$ cat config.mk
export PLATFORM = sky130hd
export DESIGN_NAME = tabela_varredura_flat
export DESIGN_NICKNAME = d
export VERILOG_FILES = /design/src/rtl/tabela_varredura_if.sv /design/src/rtl/tabela_varredura.sv /design/src/flat_wrapper.sv
export SDC_FILE = /design/constraint.sdc
export NUM_CORES = 1
export LEC_CHECK = 0
export CORE_MARGIN = 2
export CORE_UTILIZATION = 30
export DETAILED_ROUTE_END_ITERATION = 16
export GPL_TIMING_DRIVEN = 0
export HOLD_SLACK_MARGIN = 0.05
export PLACE_DENSITY = 0.55
export SLEW_MARGIN = 10
export SYNTH_ARGS = -nofsm -noshare
export SYNTH_HDL_FRONTEND = slang
export SYNTH_SLANG_ARGS = --single-unit
$ cat constraint.sdc
create_clock -name clk -period 1.8 [get_ports clk]
set_input_delay 0.54 -clock clk [delete_from_list [all_inputs] [get_ports clk]]
set_output_delay 0.54 -clock clk [all_outputs]
set_load 0.01 [all_outputs]
$ cat src/rtl/tabela_varredura_if.sv
`default_nettype none
// ---------------------------------------------------------------------------
// tabela_varredura_if : row stream (input vector, output bit) with valid/ready
// Rev 1.0
// ---------------------------------------------------------------------------
interface tabela_varredura_if #(
  parameter int N = 2
);
  logic [N-1:0] in_vec;
  logic         s;
  logic         valid;
  logic         ready;

  modport master (output in_vec, output s, output valid, input ready);
  modport slave  (input in_vec, input s, input valid, output ready);
endinterface
`default_nettype wire

$ cat src/rtl/tabela_varredura.sv
`default_nettype none
// ---------------------------------------------------------------------------
// tabela_varredura : sweeps a snapshotted N-input LUT, streams every row and
//                    scores it against an expected table. Rev 1.0
// ---------------------------------------------------------------------------
module tabela_varredura #(
  parameter  int N    = 2,
  localparam int ROWS = 2**N
) (
  input  wire logic            clk,
  input  wire logic            rst_n,
  input  wire logic            start_i,
  input  wire logic [ROWS-1:0] lut_i,
  input  wire logic [ROWS-1:0] expected_i,
  tabela_varredura_if.master   row_o,
  output logic                 busy_o,
  output logic                 done_o,
  output logic [N:0]           ones_count_o,
  output logic                 equal_o,
  output logic [N-1:0]         first_mismatch_o
);

  localparam int           CW       = N + 1;
  localparam logic [N-1:0] LAST_IDX = N'(ROWS - 1);

  typedef enum logic [1:0] {
    ST_IDLE  = 2'd0,
    ST_SWEEP = 2'd1,
    ST_DONE  = 2'd2
  } state_t;

  state_t          state_q;
  logic [N-1:0]    idx_q;
  logic [N-1:0]    idx_d;
  logic [ROWS-1:0] lut_q;
  logic [ROWS-1:0] exp_q;
  logic            s_q;
  logic            valid_q;
  logic            busy_q;
  logic            done_q;
  logic [N:0]      ones_q;
  logic            equal_q;
  logic [N-1:0]    first_q;
  logic            seen_q;
  logic            row_mismatch;

  assign idx_d        = idx_q + N'(1);
  assign row_mismatch = s_q ^ exp_q[idx_q];

  always_ff @(posedge clk or negedge rst_n) begin
    if (!rst_n) begin
      state_q <= ST_IDLE;
      idx_q   <= '0;
      lut_q   <= '0;
      exp_q   <= '0;
      s_q     <= 1'b0;
      valid_q <= 1'b0;
      busy_q  <= 1'b0;
      done_q  <= 1'b0;
      ones_q  <= '0;
      equal_q <= 1'b0;
      first_q <= '0;
      seen_q  <= 1'b0;
    end else begin
      case (state_q)
        ST_IDLE, ST_DONE: begin
          done_q <= 1'b0;
          if (start_i) begin
            // Tables are captured here so callers may change them mid-sweep
            lut_q   <= lut_i;
            exp_q   <= expected_i;
            ones_q  <= '0;
            equal_q <= 1'b1;
            first_q <= '0;
            seen_q  <= 1'b0;
            idx_q   <= '0;
            s_q     <= lut_i[0];
            valid_q <= 1'b1;
            busy_q  <= 1'b1;
            state_q <= ST_SWEEP;
          end else begin
            state_q <= ST_IDLE;
          end
        end
        ST_SWEEP: begin
          if (valid_q && row_o.ready) begin
            ones_q <= ones_q + CW'(s_q);
            if (row_mismatch) begin
              equal_q <= 1'b0;
              if (!seen_q) begin
                first_q <= idx_q;
                seen_q  <= 1'b1;
              end
            end
            // Terminal compare keeps the N-bit counter from wrapping back to 0
            if (idx_q == LAST_IDX) begin
              valid_q <= 1'b0;
              busy_q  <= 1'b0;
              done_q  <= 1'b1;
              state_q <= ST_DONE;
            end else begin
              idx_q <= idx_d;
              s_q   <= lut_q[idx_d];
            end
          end
        end
        default: state_q <= ST_IDLE;
      endcase
    end
  end

  assign row_o.in_vec     = idx_q;
  assign row_o.s          = s_q;
  assign row_o.valid      = valid_q;
  assign busy_o           = busy_q;
  assign done_o           = done_q;
  assign ones_count_o     = ones_q;
  assign equal_o          = equal_q;
  assign first_mismatch_o = first_q;

endmodule
`default_nettype wire

$ cat src/flat_wrapper.sv
// flat-port wrapper written by rule: the top's interface ports become plain ports
module tabela_varredura_flat 
#(
  parameter  int N    = 2,
  localparam int ROWS = 2**N
)
  (clk, rst_n, start_i, lut_i, expected_i, busy_o, done_o, ones_count_o, equal_o, first_mismatch_o, row_o_in_vec, row_o_s, row_o_valid, row_o_ready);
  tabela_varredura_if #(.N(N)) row_o_i ();
  input  wire logic clk;
  input  wire logic rst_n;
  input  wire logic start_i;
  input  wire logic [ROWS-1:0] lut_i;
  input  wire logic [ROWS-1:0] expected_i;
  output logic busy_o;
  output logic done_o;
  output logic [N:0] ones_count_o;
  output logic equal_o;
  output logic [N-1:0] first_mismatch_o;
  output wire logic [$bits(row_o_i.in_vec)-1:0] row_o_in_vec;
  output wire logic [$bits(row_o_i.s)-1:0] row_o_s;
  output wire logic [$bits(row_o_i.valid)-1:0] row_o_valid;
  input wire logic [$bits(row_o_i.ready)-1:0] row_o_ready;
  assign row_o_in_vec = row_o_i.in_vec;
  assign row_o_s = row_o_i.s;
  assign row_o_valid = row_o_i.valid;
  assign row_o_i.ready = row_o_ready;
  tabela_varredura #(.N(N)) u_core (.clk(clk), .rst_n(rst_n), .start_i(start_i), .lut_i(lut_i), .expected_i(expected_i), .row_o(row_o_i), .busy_o(busy_o), .done_o(done_o), .ones_count_o(ones_count_o), .equal_o(equal_o), .first_mismatch_o(first_mismatch_o));
endmodule
==> metrics.md <==
| Metric | Value |
|---|---|
| Drt pass-1 iters | `4` |
| Core area | `3310 um2` |
| Critical Path AT | `1210 ps` |
| Delay-heaviest family, CP | `buffers and inverters` |
| DP Wirelength | `1500 um` |
| CP Class | `reg -> out` |
| P_leak | `0.727 nW` |
| Switching power | `0.000820 W` |
| Area growth syn-to-layout | `42.8%` |
| WHS Endpoint | `u_core.done_o` |
| Buf/Inv on CP | `1` |
| Syn Inst Count | `85` |
| N_diodes | `0` |
| Fmax | `571 MHz` |
| Register area share after synthesis | `53.9%` |
| Initial Utilization | `30.8%` |
| Slew at the pin closest to its max-slew limit | `983 ps` |
| Clock period minus worst slack | `1750 ps` |
| Final setup fails | `0` |
| Maximum clock insertion buffer count | `2` |
| Commonest non-fill, non-tap cell in the layout | `dfrtp_1` |
| Via count | `763` |
| GR Util All Layers | `12.1%` |
| Hold Path Stages | `2` |
| Count of cell types in the netlist | `29` |
| Relative slew margins | `34.3%` |
| Setup crit end kind | `primary output` |
| R2r startpoint | `u_core.row_o.in_vec[0]` |
| # fillers | `349` |
| Worst Setup Start Kind | `flip-flop` |
| PortBufs | `23` |
| DRC viols | `0` |
| Drt total wl | `2070 um` |
| Pint | `0.00165 W` |
| FF+latch count, synth | `22` |
| Largest net degree at the start of global routing | `23` |
| Placement Cell Area | `1310 um2` |
| Clk_lat worst skew | `310 ps` |
| Final ANT Viol Nets | `0` |
| Max cap viols | `0` |
| Initial DRC count | `28` |
| Non-Filler Instances | `165` |
| Syn Area/Cell | `12.0 um2` |
| Clock root cell | `clkbuf_4` |
| Crit path max fanout | `2` |
| R2R Path End | `u_core.row_o.s` |
| Hold buffer count at CTS | `0` |
| Largest cells by area after synthesis | `dfrtp_1 (54%), mux2_2 (8.8%), nand2_1 (4.0%), ha_1 (3.7%), mux4_1 (2.6%)` |
| Initial antenna violation count | `0` |
| Fin util | `44.0%` |
| Dominant cell type by area after synthesis | `dfrtp_1` |
| Avg WL per Cell | `12.6 um` |
| Status | `completed` |
| Worst Hold Class | `reg -> reg` |
| GR Overflow Total | `0` |
| Clk_skew | `2.35 ps` |
| Height of the die | `62.3 um` |
| PD cells | `1700 nW/um2` |
| R2R cell count | `5` |
| Slew Viols, Final | `0` |
| CTS buffer count | `3` |
| Total Nets Final | `135` |
| Vias in the first global route | `760` |
| Share of the synthesized area in the top cell type | `53.9%` |
| TritonCTS Sinks | `22` |
| Combinational Power Share | `49.7%` |
| Total power | `0.00247 W` |
| Clk pwr share | `15.4%` |
| CP Depth | `1` |
| I/O pin count | `24` |
| Worst path cell trace | `clkdlybuf4s50_1` |
| Layout cells sized above 1 | `29.4%` |
| Final Cycle Share | `97.3%` |
| Die Wd | `62.3 um` |
| Max stage delay cell, worst path | `clkdlybuf4s50_1` |
| # rows | `21` |
| First-pass GRT wire length | `3670 um` |
| Final hold viol count | `0` |
| Ys Warns | `0` |
| Final Instance Area | `1460 um2` |
| Reg-to-reg slack, setup | `90 ps` |
| CP max stage delay | `530 ps` |
| Max H-tree Level | `1` |
| Most frequent cells in the layout | `dfrtp_1 (18), clkdlybuf4s50_1 (13), nand2_1 (11), buf_4 (9), mux2_2 (8)` |
| Post-Synthesis Net Count | `100` |
| Peak VDD IR | `0.000687 V` |
| Switching Fraction | `33.2%` |
| CTS tree | `done` |
| Clock-pin slew on the worst setup and hold paths | `120 ps` |
| Post-Syn Area | `1020 um2` |
| Via/cell ratio | `4.62` |
| GP Congestion | `0.734` |
| Hold wc startpoint | `u_core.done_o` |
| Seq pwr share | `35.0%` |
| Die area | `3890 um2` |
| Critical path required time | `1260 ps` |
| # placed instances | `154` |
-- flip-flops by register name, summed over array words and instances (netlist names) --
register / flops
u_core.row_o.in_vec: 2
u_core.row_o.valid: 1
u_core.seen_q: 1
u_core.lut_q: 4
u_core.exp_q: 4
u_core.ones_count_o: 3
u_core.row_o.s: 1
u_core.done_o: 1
u_core.first_mismatch_o: 2
u_core.equal_o: 1
u_core.state_q: 2
-- power by group through the flow --
stage               combinational [W]  sequential (W)  clock, W
floorplan                    0.000642        0.000912         0
finish                        0.00123        0.000865  0.000380
global placement              0.00102        0.000908         0
CTS                           0.00115        0.000877  0.000392
detailed placement            0.00105        0.000926         0
global route                  0.00136        0.000897  0.000414
-- layout make-up --
cell class / count / area, um2 / share of cell area, %
buffer: 3 / 22.5 / 1.55
clock buffer: 3 / 22.5 / 1.55
clock inverter: 1 / 30.0 / 2.06
inverter: 4 / 15.0 / 1.03
multi-input combinational: 55 / 450 / 30.9
sequential: 22 / 556 / 38.1
tap: 46 / 57.6 / 3.95
timing repair buffer: 31 / 304 / 20.9
-- stage by stage --
stage	worst slack (ps)	TNS, ps	hold slack, ps
after floorplan	70.1	0	244
after global placement	-330	-3230	475
after detailed placement	-312	-3180	479
after CTS	4.03	0	511
after global routing	-5.10	-5.10	533
final	49.5	0	502
-- worst max-delay path by stage --
| stage | from | to |
|---|---|---|
| global route | u_core.ones_count_o[1] | ones_count_o[1] |
| detailed placement | start_i | u_core.lut_q[3] |
| finish | u_core.done_o | done_o |
| global placement | start_i | u_core.lut_q[1] |
| CTS | u_core.ones_count_o[1] | ones_count_o[1] |
| floorplan | u_core.row_o.in_vec[0] | u_core.first_mismatch_o[0] |
-- worst reg2reg max path, stage by stage (launching register included) --
cell,delay [ps]
dfrtp_2,450
buf_4,160
ha_4,260
mux4_2,280
or3_1,320
o311a_1,130
-- routing by layer --
| metal | up-vias | track usage, % | wire [um] |
|---|---|---|---|
| met5 | - | 0 | 0 |
| met2 | 16 | 21.1 | 1060 |
| met1 | 375 | 14.8 | 905 |
| met3 | 2 | 3.44 | 92 |
| li1 | 370 | - | - |
| met4 | 0 | 3.33 | 15 |
-- repair_timing --
action / 4_1_cts / 5_1_grt
setup endpoints to repair: 9 / 16
cloned: 0 / 0
setup buffers: 5 / 3
resized for setup: 7 / 12
-- synth_stat cells --
| library cell | instances |
|---|---|
| a21o_2 | 1 |
| nand2b_1 | 2 |
| o221ai_1 | 1 |
| o31a_1 | 1 |
| nand4b_1 | 1 |
| and4b_1 | 1 |
| ha_1 | 3 |
| clkbuf_1 | 1 |
| mux4_1 | 1 |
| xnor2_1 | 1 |
| o22ai_1 | 2 |
| o311a_1 | 1 |
| inv_1 | 4 |
| or3_1 | 1 |
| o21ai_0 | 3 |
| nor2_1 | 4 |
| xor2_1 | 2 |
| a21o_1 | 2 |
| nand2_1 | 11 |
| nand3_1 | 1 |
| and2_4 | 1 |
| buf_2 | 2 |
| mux2_2 | 8 |
| dfrtp_1 | 22 |
| a32o_2 | 2 |
| nor2b_1 | 2 |
| buf_4 | 1 |
| mux4_2 | 1 |
| a21oi_1 | 2 |
-- cell families (layout without fill, tap and decap cells) --
family	count (synthesis)	in the layout	synth area share (%)
AOI/OAI and AO/OA	15	15	10.9
xor gates and xnor gates	3	3	2.57
adders and majority gates	3	3	3.68
buffers and inverters	8	42	3.55
DFF	22	22	53.9
muxes	10	10	13.6
and+or+nand+nor	24	24	11.8
Note: power is estimated with default switching activity, not from simulation.
==> RTL edit: new RTL, config.mk and constraints unchanged <==
Encoding of `state_t`: now one-hot (3 bits for 3 states).
--- a/src/rtl/tabela_varredura.sv
+++ b/src/rtl/tabela_varredura.sv
@@ -25,6 +25,6 @@
 
-  typedef enum logic [1:0] {
-    ST_IDLE  = 2'd0,
-    ST_SWEEP = 2'd1,
-    ST_DONE  = 2'd2
+  typedef enum logic [2:0] {
+    ST_IDLE  = 3'b001,
+    ST_SWEEP = 3'b010,
+    ST_DONE  = 3'b100
   } state_t;
Check against the original RTL: no difference found for any inputs over 10 cycles, from zero or initial values and one cycle with rst_n low; not proved beyond that.
==> RTL edit against the original RTL <==
  * Synthesized area is 3.4% higher
  * Global-route usage down 0.22 points
  * Synthesized cell count up 20%
  * Power fell by 30%
  * Critical path type unchanged
  * Clock skew fell by 0.87 ps
  * Sequential cell count grew 1
  * Worst setup slack improved by 12 ps
  * Sequential share of layout area grew 0.99 points
  * First-iteration DRC count is 36% lower
  * Cell count grew 13%
  * Routed wire length grew 2.1%
  * Register-to-register slack improved by 30 ps
  * Count of clock-buffer cells in the layout did not move
  * Cell area increased by 1.6%
  * Largest power group is now sequential cells
==> RTL edit: results (changes against the original RTL) <==
* Worst Skew at 1.48 ps (was 2.35 ps)
* Hold Path Sink: u_core.exp_q[3] (was u_core.done_o)
* DR vias/cell at 4.45 (was 4.62)
* CP max stage cell: clkdlybuf4s50_1 (unchanged)
* Worst r2r path cells at 6 (was 5)
* WL final at 2.12 mm (was 2.07 mm)
* Layout cells sized above 1 at 0.191 (was 0.294)
* Post-DP Area at 1340 um^2 (was 1310 um^2)
* # diodes at 0 (unchanged)
* Top cells by area, synth: dfrtp_1 (52%), nand2_1 (11%), mux4_2 (4.3%) (was dfrtp_1 (54%), mux2_2 (8.8%), nand2_1 (4.0%))
* Leak pwr at 0.000818 uW (was 0.000727 uW)
* Global-route wire length before repair at 3.71 mm (was 3.67 mm)
* Sequential fraction of the synthesis area at 0.546 (was 0.539)
* Switch Pwr at 601 uW (was 820 uW)
* DR pass1 iterations at 3 (was 4)
* Regs by FF count: u_core.exp_q: 4 flops, u_core.lut_q: 4 flops
* CP arrival at 1200 ps
* 1st-iter DRT viols at 18 (was 28)
* Hold WS at 491 ps (was 502 ps)
* DP HPWL at 1.50 mm (about the same)
* Initial antenna violation count at 0 (unchanged)
* GP Congestion at 0.709 (was 0.734)
* YS warnings at 0 (unchanged)
* Vias in the first global route at 818 (was 760)
* Clk slew on worst S/H paths at 130 ps
* Gr usage total at 0.119 (was 0.121)
* Ys async rst share at 1.00 (unchanged)
* Bufs on Longest Clock Path at 2 (unchanged)
* IO Port Bufs at 23 (unchanged)
* Hold path startpoint: u_core.exp_q[3] (was u_core.done_o)
* Reg2reg start: u_core.row_o.in_vec[1] (was u_core.row_o.in_vec[0])
* Top delay family on crit path: buffers and inverters (unchanged)
* Status: completed (unchanged)
* Worst VDD drop at 521 uV (was 687 uV)
* Fill count at 357 (was 349)
* Reg2reg end: u_core.row_o.s (unchanged)
* Post-place setup slack at -226 ps (was -312 ps)
* Ys flop type: dfrtp_1 (unchanged)
* Worst-skew pair later-pin latency at 310 ps (about the same)
* Pin count of the biggest net entering global routing at 24 (was 23)
* Worst-path fanout max at 2 (unchanged)
* Synth top area share at 0.521 (was 0.539)
* Area delta synth->final at 40.3% (was 42.8%)
* Critical Path Start: u_core.ones_count_o[0] (was u_core.done_o)
* H-Tree Level Count at 1 (unchanged)
* Commonest cells post-synth: nand2_1 (31), dfrtp_1 (22), inv_1 (6) (was dfrtp_1 (22), nand2_1 (11), mux2_2 (8))
* Syn Nets at 117 (was 100)
* Worst path max stage delay at 530 ps (about the same)
* Nets at 157 (was 135)
* Hold Crit Class: reg -> reg (unchanged)
* Worst Tran Pin Value at 1030 ps (was 983 ps)
* Synth cell types at 33 (was 29)
* Reg-to-reg slack, setup at 120 ps (was 90 ps)
* Clock Tree Root: clkbuf_4 (unchanged)
* CTS Buf Count at 3 (unchanged)
* Hold Path Stages at 2 (unchanged)
==> RTL edit: per-layer routing <==
| layer | routed length, um | global-route usage | vias to the layer above |
|---|---|---|---|
| met4 | 13 | 0.0435 | 0 |
| met5 | 0 | 0 | - |
| met1 | 949 | 0.146 | 399 |
| met3 | 108 | 0.0339 | 2 |
| met2 | 1050 | 0.199 | 16 |
| li1 | - | - | 415 |
==> RTL edit: cell families after synthesis <==
family / count (synthesis) / share of synthesized area
adder cells (fa/ha/maj): 3 / 0.0355
AO/OA/AOI/OAI: 12 / 0.0735
XOR/XNOR: 3 / 0.0320
AND/OR/NAND/NOR: 46 / 0.201
flip-flops: 23 / 0.546
multiplexers: 5 / 0.0711
buffers and inverters: 10 / 0.0403
==> RTL edit: cell type report <==
class                   count  share of cell area
multi-input cells          69               0.295
repair buffers             35               0.228
plain buffers               4              0.0135
well taps                  46              0.0389
clock buffers               3              0.0152
flip-flops and latches     23               0.391
inverters                   6              0.0152
clock inverters             1             0.00338
==> RTL edit: power by group through the flow <==
stage / Clock (uW) / Sequential, uW / Combinational, uW
6_report: 238 / 784 / 718
5_1_grt: 278 / 807 / 800
4_1_cts: 251 / 792 / 678
3_5_place_dp: 0 / 815 / 640
3_3_place_gp: 0 / 809 / 626
2_1_floorplan: 0 / 805 / 413
==> RTL edit: worst max-delay path by stage <==
stage	to	slack, ps
floorplan	u_core.seen_q	150
global placement	u_core.state_q[1]	-210
detailed placement	u_core.state_q[1]	-230
CTS	ones_count_o[1]	0.1
global route	u_core.exp_q[0]	9
finish	ones_count_o[0]	60
==> RTL edit: stage by stage <==
step / setup TNS [ps] / cells
2_1_floorplan: 0 / 102
3_3_place_gp: -3190 / 171
3_5_place_dp: -3100 / 171
4_1_cts: 0 / 179
5_1_grt: 0 / 187
6_report: 0 / 187
==> RTL edit: what timing repair did <==
item / 4_1_cts / 5_1_grt
resized for setup: 5 / 9
setup buffers: 4 / 8
pin swaps: 0 / 1
setup endpoints to repair: 6 / 22
